## src/rtl/mod_buzzer_seq.sv

```systemverilog
// ---------------------------------------------------------------------------
// mod_buzzer_seq
//
// Beep-sequence generator for a piezo/magnetic buzzer. A trigger latches a
// tone half-period, beep length, gap length and beep count, then plays
// ON/OFF phases timed by a millisecond prescaler. The final gap is skipped.
//
// Optional feature (macro BUZ_SEQ_QUEUE_EN): a one-entry pending register.
// A trigger while busy captures the inputs (the newest wins). When DONE is
// reached, the pending sequence starts instead of returning to IDLE. An
// abort also drops the pending entry.
//
// Handshake: trig_i is a level sampled on every posedge clk_i. In IDLE it
// is accepted on the first edge it is seen high. busy_o rises on that same
// edge and stays high until the edge that enters DONE. done_o is high for
// exactly the one DONE cycle.
//
// Parameters
//   CLK_HZ       clk_i frequency in Hz (integer multiple of 1000)
//   MS_W         width of ON/OFF durations in ms
//   DIV_W        width of tone half-period in clk_i cycles
//   REP_W        width of repeat count
//   PIN_ACT_LVL  driven level of pin_o
//
// Ports
//   clk_i        clock; all logic on its rising edge
//   rst_i        asynchronous active-high reset
//   trig_i       start request
//   abort_i      cancel running sequence (ON/OFF only)
//   half_per_i   tone half-period in cycles; 0 = steady DC drive
//   on_ms_i      beep length in ms; 0 = empty sequence
//   off_ms_i     gap between beeps in ms
//   reps_i       beep count; 0 is treated as 1
//   busy_o       high while a sequence runs
//   done_o       one-cycle pulse at sequence end (normal or aborted)
//   pin_o        buzzer drive
//   dbg_state    current FSM state (0 IDLE, 1 ON, 2 OFF, 3 DONE)
// ---------------------------------------------------------------------------
module mod_buzzer_seq #(
    parameter int   CLK_HZ      = 1000000,
    parameter int   MS_W        = 12,
    parameter int   DIV_W       = 16,
    parameter int   REP_W       = 4,
    parameter logic PIN_ACT_LVL = 1'b1
) (
    input  logic             clk_i,
    input  logic             rst_i,
    input  logic             trig_i,
    input  logic             abort_i,
    input  logic [DIV_W-1:0] half_per_i,
    input  logic [MS_W-1:0]  on_ms_i,
    input  logic [MS_W-1:0]  off_ms_i,
    input  logic [REP_W-1:0] reps_i,
    output logic             busy_o,
    output logic             done_o,
    output logic             pin_o,
    output logic [1:0]       dbg_state
);

    localparam int PRE_DIV = CLK_HZ / 1000;
    localparam int PRE_W   = (PRE_DIV > 1) ? $clog2(PRE_DIV) : 1;
    localparam logic [PRE_W-1:0] PRE_MAX = PRE_W'(PRE_DIV - 1);

    typedef enum logic [1:0] {
        S_IDLE = 2'd0,
        S_ON   = 2'd1,
        S_OFF  = 2'd2,
        S_DONE = 2'd3
    } state_t;

    state_t            state;
    logic [DIV_W-1:0]  half_q;
    logic [MS_W-1:0]   on_q;
    logic [MS_W-1:0]   off_q;
    logic [REP_W-1:0]  rep_cnt;
    logic [PRE_W-1:0]  pre_cnt;
    logic [MS_W-1:0]   ms_cnt;
    logic [DIV_W-1:0]  tone_cnt;

    // Sources for the latching edge (inputs, or the pending entry on DONE).
    logic [DIV_W-1:0]  ld_half;
    logic [MS_W-1:0]   ld_on;
    logic [MS_W-1:0]   ld_off;
    logic [REP_W-1:0]  ld_reps;

    logic              ms_tick;
    logic [MS_W:0]     ms_nxt;
    logic              on_end;
    logic              off_end;
    logic              tone_wrap;

`ifdef BUZ_SEQ_QUEUE_EN
    logic              pend_vld;
    logic [DIV_W-1:0]  pend_half;
    logic [MS_W-1:0]   pend_on;
    logic [MS_W-1:0]   pend_off;
    logic [REP_W-1:0]  pend_reps;

    assign ld_half = (state == S_DONE) ? pend_half : half_per_i;
    assign ld_on   = (state == S_DONE) ? pend_on   : on_ms_i;
    assign ld_off  = (state == S_DONE) ? pend_off  : off_ms_i;
    assign ld_reps = (state == S_DONE) ? pend_reps : reps_i;

    // Newest trigger while busy overwrites the entry; abort drops it.
    always_ff @(posedge clk_i or posedge rst_i) begin
        if (rst_i) begin
            pend_vld  <= 1'b0;
            pend_half <= '0;
            pend_on   <= '0;
            pend_off  <= '0;
            pend_reps <= '0;
        end else if ((state == S_ON || state == S_OFF) && abort_i) begin
            pend_vld <= 1'b0;
        end else if ((state == S_ON || state == S_OFF) && trig_i) begin
            pend_vld  <= 1'b1;
            pend_half <= half_per_i;
            pend_on   <= on_ms_i;
            pend_off  <= off_ms_i;
            pend_reps <= reps_i;
        end else if (state == S_DONE) begin
            pend_vld <= 1'b0;
        end
    end
`else
    assign ld_half = half_per_i;
    assign ld_on   = on_ms_i;
    assign ld_off  = off_ms_i;
    assign ld_reps = reps_i;
`endif

    // Phase end is compared against ms_cnt+1 in a widened sum so the largest
    // duration (all ones) completes instead of wrapping.
    assign ms_tick   = (pre_cnt == PRE_MAX);
    assign ms_nxt    = {1'b0, ms_cnt} + (MS_W+1)'(1);
    assign on_end    = ms_tick && (ms_nxt == {1'b0, on_q});
    // A zero-length gap still spends one cycle in OFF.
    assign off_end   = (off_q == '0) || (ms_tick && (ms_nxt == {1'b0, off_q}));
    assign tone_wrap = (tone_cnt == (half_q - DIV_W'(1)));

    assign dbg_state = state;

    always_ff @(posedge clk_i or posedge rst_i) begin
        if (rst_i) begin
            state    <= S_IDLE;
            busy_o   <= 1'b0;
            done_o   <= 1'b0;
            pin_o    <= ~PIN_ACT_LVL;
            half_q   <= '0;
            on_q     <= '0;
            off_q    <= '0;
            rep_cnt  <= '0;
            pre_cnt  <= '0;
            ms_cnt   <= '0;
            tone_cnt <= '0;
        end else begin
            done_o <= 1'b0;
            case (state)
                S_IDLE: begin
                    // trig_i has priority; abort_i is not looked at here.
                    if (trig_i) begin
                        state    <= S_ON;
                        busy_o   <= 1'b1;
                        half_q   <= ld_half;
                        on_q     <= ld_on;
                        off_q    <= ld_off;
                        rep_cnt  <= (ld_reps == '0) ? REP_W'(1) : ld_reps;
                        pre_cnt  <= '0;
                        ms_cnt   <= '0;
                        tone_cnt <= '0;
                        // An empty sequence never drives the buzzer.
                        pin_o    <= (ld_on == '0) ? ~PIN_ACT_LVL : PIN_ACT_LVL;
                    end
                end

                S_ON: begin
                    if (abort_i || on_q == '0 || (on_end && rep_cnt <= REP_W'(1))) begin
                        // Last beep goes straight to DONE: no trailing gap.
                        state  <= S_DONE;
                        busy_o <= 1'b0;
                        done_o <= 1'b1;
                        pin_o  <= ~PIN_ACT_LVL;
                    end else if (on_end) begin
                        state   <= S_OFF;
                        pin_o   <= ~PIN_ACT_LVL;
                        pre_cnt <= '0;
                        ms_cnt  <= '0;
                    end else begin
                        if (ms_tick) begin
                            pre_cnt <= '0;
                            ms_cnt  <= ms_cnt + MS_W'(1);
                        end else begin
                            pre_cnt <= pre_cnt + PRE_W'(1);
                        end
                        if (half_q != '0) begin
                            if (tone_wrap) begin
                                tone_cnt <= '0;
                                pin_o    <= ~pin_o;
                            end else begin
                                tone_cnt <= tone_cnt + DIV_W'(1);
                            end
                        end
                    end
                end

                S_OFF: begin
                    if (abort_i) begin
                        state  <= S_DONE;
                        busy_o <= 1'b0;
                        done_o <= 1'b1;
                        pin_o  <= ~PIN_ACT_LVL;
                    end else if (off_end) begin
                        // OFF is only entered with at least two beeps left.
                        state    <= S_ON;
                        rep_cnt  <= rep_cnt - REP_W'(1);
                        pin_o    <= PIN_ACT_LVL;
                        pre_cnt  <= '0;
                        ms_cnt   <= '0;
                        tone_cnt <= '0;
                    end else if (ms_tick) begin
                        pre_cnt <= '0;
                        ms_cnt  <= ms_cnt + MS_W'(1);
                    end else begin
                        pre_cnt <= pre_cnt + PRE_W'(1);
                    end
                end

                S_DONE: begin
`ifdef BUZ_SEQ_QUEUE_EN
                    if (pend_vld) begin
                        state    <= S_ON;
                        busy_o   <= 1'b1;
                        half_q   <= ld_half;
                        on_q     <= ld_on;
                        off_q    <= ld_off;
                        rep_cnt  <= (ld_reps == '0) ? REP_W'(1) : ld_reps;
                        pre_cnt  <= '0;
                        ms_cnt   <= '0;
                        tone_cnt <= '0;
                        pin_o    <= (ld_on == '0) ? ~PIN_ACT_LVL : PIN_ACT_LVL;
                    end else begin
                        state <= S_IDLE;
                    end
`else
                    state <= S_IDLE;
`endif
                end

                default: state <= S_IDLE;
            endcase
        end
    end

endmodule

```

## config.mk

```make
export PLATFORM = sky130hd
export DESIGN_NAME = mod_buzzer_seq
export DESIGN_NICKNAME = d
export VERILOG_FILES = /design/src/rtl/mod_buzzer_seq.sv
export SDC_FILE = /design/constraint.sdc
export NUM_CORES = 1
export LEC_CHECK = 0
export CAP_MARGIN = 40
export CORE_MARGIN = 5
export CORE_UTILIZATION = 60
export DETAILED_ROUTE_END_ITERATION = 10
export MAX_ROUTING_LAYER = met4
export PLACE_DENSITY = 0.82
export SLEW_MARGIN = 20
export SYNTH_ARGS = -nofsm -noshare
export SYNTH_HDL_FRONTEND = slang
export SYNTH_SLANG_ARGS = --single-unit
```

## constraint.sdc

```tcl
create_clock -name clk_i -period 10.5 [get_ports clk_i]
set_clock_uncertainty 0.15 [all_clocks]
set_input_delay 3.15 -clock clk_i [delete_from_list [all_inputs] [get_ports clk_i]]
set_output_delay 3.15 -clock clk_i [all_outputs]
set_load 0.02 [all_outputs]
```

==> qor.csv <==
metric,value,unit
status,"finished, final reports clean",
drc_errors,0,
crit_type,input port to flip-flop,
routedWlPerCell,18.96,um
gp_routability_congestion,0.9747,
rsz0062_at_grt,no,
synthFlopType,dfrtp_1,
ir_drop,0.1725,mV
routed_via_density,6.569,
start_util,0.6173,
fillers,767,
core-area,9774,sq um
clk_pin_slew,0.09,ns
die_x,110.3,um
synth_area_leaders,"dfrtp_1, mux2_2, xnor2_1",
hold_path_depth,2,
hpwl,11860,um
yosysSeqAreaShare,0.3608,
nets,759,
p_int,0.0009384,W
clk_latency,0.38,ns
synth_edf_count,0,
cts_buffers,9,
layout_setup_ws,4.929,ns
multi_input_area,3546,sq um
ant_nets,0,
die_area,12160,sq um
setup_violations,0,
io_buffers,52,
synth_top_area_share,0.3608,
gr-usage-all-layers,0.2760,
grt_pass1_vias,5215,
synth.distinct_cells,69,
synth_most_common_cell,dfrtp_1,
synthTopCellsByCount,"dfrtp_1, nand2_1, mux2_2",
ys_warn_count,0,
power.share.combinational,0.478,
cts_tree,built,
tightestPinTransition,0.7695,ns
syn_area,6033,sq um
wirelength,15910,um
grt_pass1_wl,25610,um
crit_required,10.67,ns
p_leak,2.658,nW
synth-seq-cells,87,
finalMaxSlewViolations,0,
io_pins,53,
endpoint_kind,flip-flop,
seq_area,2177,sq um
die_h,110.3,um
r2r_cells,10,
grt_max_degree,53,
setup_tns,0,ns
fin_crit,5.571,ns
cts_sinks,87,
min_path_type,flip-flop to flip-flop,
gr-total-overflow,0,
min_period_over_period,0.5306,
vias,5511,
ctsHoldBuffers,0,
syn_avg_cell_area,8.991,sq um
area_delta_synth_final,13.50,%
sw_frac_of_total,0.4336,
pre_cts_slack,4.600,ns
netSwitchingPower,0.0007183,W
clockPowerShare,0.160,
synth_nets,729,
hold_violations,0,
ctsHtreeMaxLevel,3,
cts_root_buf,clkbuf_8,
first_pass_iters,5,
path_max_fanout,32,
drive_gt1_frac,0.1133,
yosys.area.top_type,dfrtp_1,
cp_data_arrival_time,5.74,ns
synth_cells,671,
p_per_area,241.9,nW/um^2
rows,36,
cts.path.max_buffers,2,
n_antenna_cell,0,
ys_async_sr_fraction,1.000,
max_freq,179.5,MHz
drt_iter0_markers,397,
slew_headroom,0.4847,
power_frac_seq,0.361,
cts_resized,0,
start_kind,input port,
max_cap_viol_count,0,
cts_setup_buffers,0,
antenna_found_initial,0,
power groups by stage:
stage	sequential [W]	combinational [W]	clock [W]
after floorplan	0.000542	0.000632	0
after global placement	0.000593	0.000740	0
after detailed placement	0.000599	0.000781	0
after CTS	0.000593	0.000785	0.000268
after global routing	0.000614	0.000862	0.000281
final	0.000599	0.000792	0.000266
sequential cells by signal, indices dropped and copies added (netlist names):
name	cells
off_q	12
busy_o	1
done_o	1
pre_cnt	10
half_q	16
dbg_state	2
ms_cnt	12
tone_cnt	16
pin_o	1
on_q	12
rep_cnt	4
critical path, cell delays in order:
cell and delay (ns):
clkdlybuf4s50_1 0.50, nand2b_1 0.17, nor2b_1 0.27, o211ai_1 0.19, or2_1 0.24, buf_4 0.23, nor3b_2 0.69, mux2_2 0.28
worst paths after layout:
check,start,endpoint,slack [ns]
max,trig_i,tone_cnt[0],4.93
min,busy_o,busy_o,0.37
max reg2reg,ms_cnt[0],tone_cnt[0],6.12
min reg2reg,busy_o,busy_o,0.37
max in group asynchronous,rst_i,on_q[7],6.52
min in group asynchronous,rst_i,tone_cnt[1],3.05
cell usage in the layout (no fill, tap or decap), types with 8 or more instances in the layout:
| cell | count |
|---|---|
| xor2_1 | 17 |
| nor3_1 | 24 |
| a211o_1 | 11 |
| a21oi_1 | 14 |
| mux2_2 | 41 |
| and3_1 | 9 |
| nor4_1 | 20 |
| dfrtp_1 | 87 |
| nand4_1 | 15 |
| o21ai_0 | 12 |
| nand2_1 | 47 |
| nand2b_1 | 12 |
| ha_1 | 10 |
| nand3_1 | 30 |
| a31oi_1 | 16 |
| xnor2_1 | 30 |
| or3_1 | 8 |
| o211ai_1 | 12 |
| nor2b_1 | 9 |
| clkdlybuf4s50_1 | 52 |
| clkbuf_8 | 10 |
| inv_1 | 34 |
| a22o_1 | 10 |
| nor2_1 | 39 |
| o22ai_1 | 14 |
| o21ai_1 | 17 |
through the flow:
step	area [sq um]	hold WS [ns]	instances	total power (W)	util
5_1_grt	6848	0.3883	839	0.001757	0.7006
4_1_cts	6848	0.3715	839	0.001646	0.7006
3_5_place_dp	6625	0.3517	823	0.001380	0.6778
6_report	6848	0.3671	839	0.001657	0.7006
3_3_place_gp	6560	0.3374	820	0.001333	0.6711
2_1_floorplan	6033	0.3223	671	0.001174	-
logic make-up (layout without fill, tap and decap cells):
group                    count (synthesis)  after routing  share of synthesized area
AO/OA/AOI/OAI                          151            151                     0.1761
XOR/XNOR                                47             47                    0.06823
adder cells (fa/ha/maj)                 10             10                    0.02074
buffers and inverters                   74            109                    0.05268
flip-flops                              87             87                     0.3608
multiplexers                            45             45                    0.08316
AND/OR/NAND/NOR                        257            257                     0.2383
metal layers:
layer	share of wire	global-route usage	wire, um
met1	0.44	0.3746	6995
met4	0.024	0.08355	374
met2	0.46	0.4246	7342
met5	0	-	0
met3	0.075	0.05067	1198
final cells by class:
cell class              count  share of cell area
well taps                 133             0.02430
multi-input cells         510              0.5178
inverters                  35             0.01937
repair buffers             58             0.08807
clock inverters             5             0.01188
clock buffers              11             0.02065
flip-flops and latches     87              0.3179
Power figures use the tool's default switching activity.
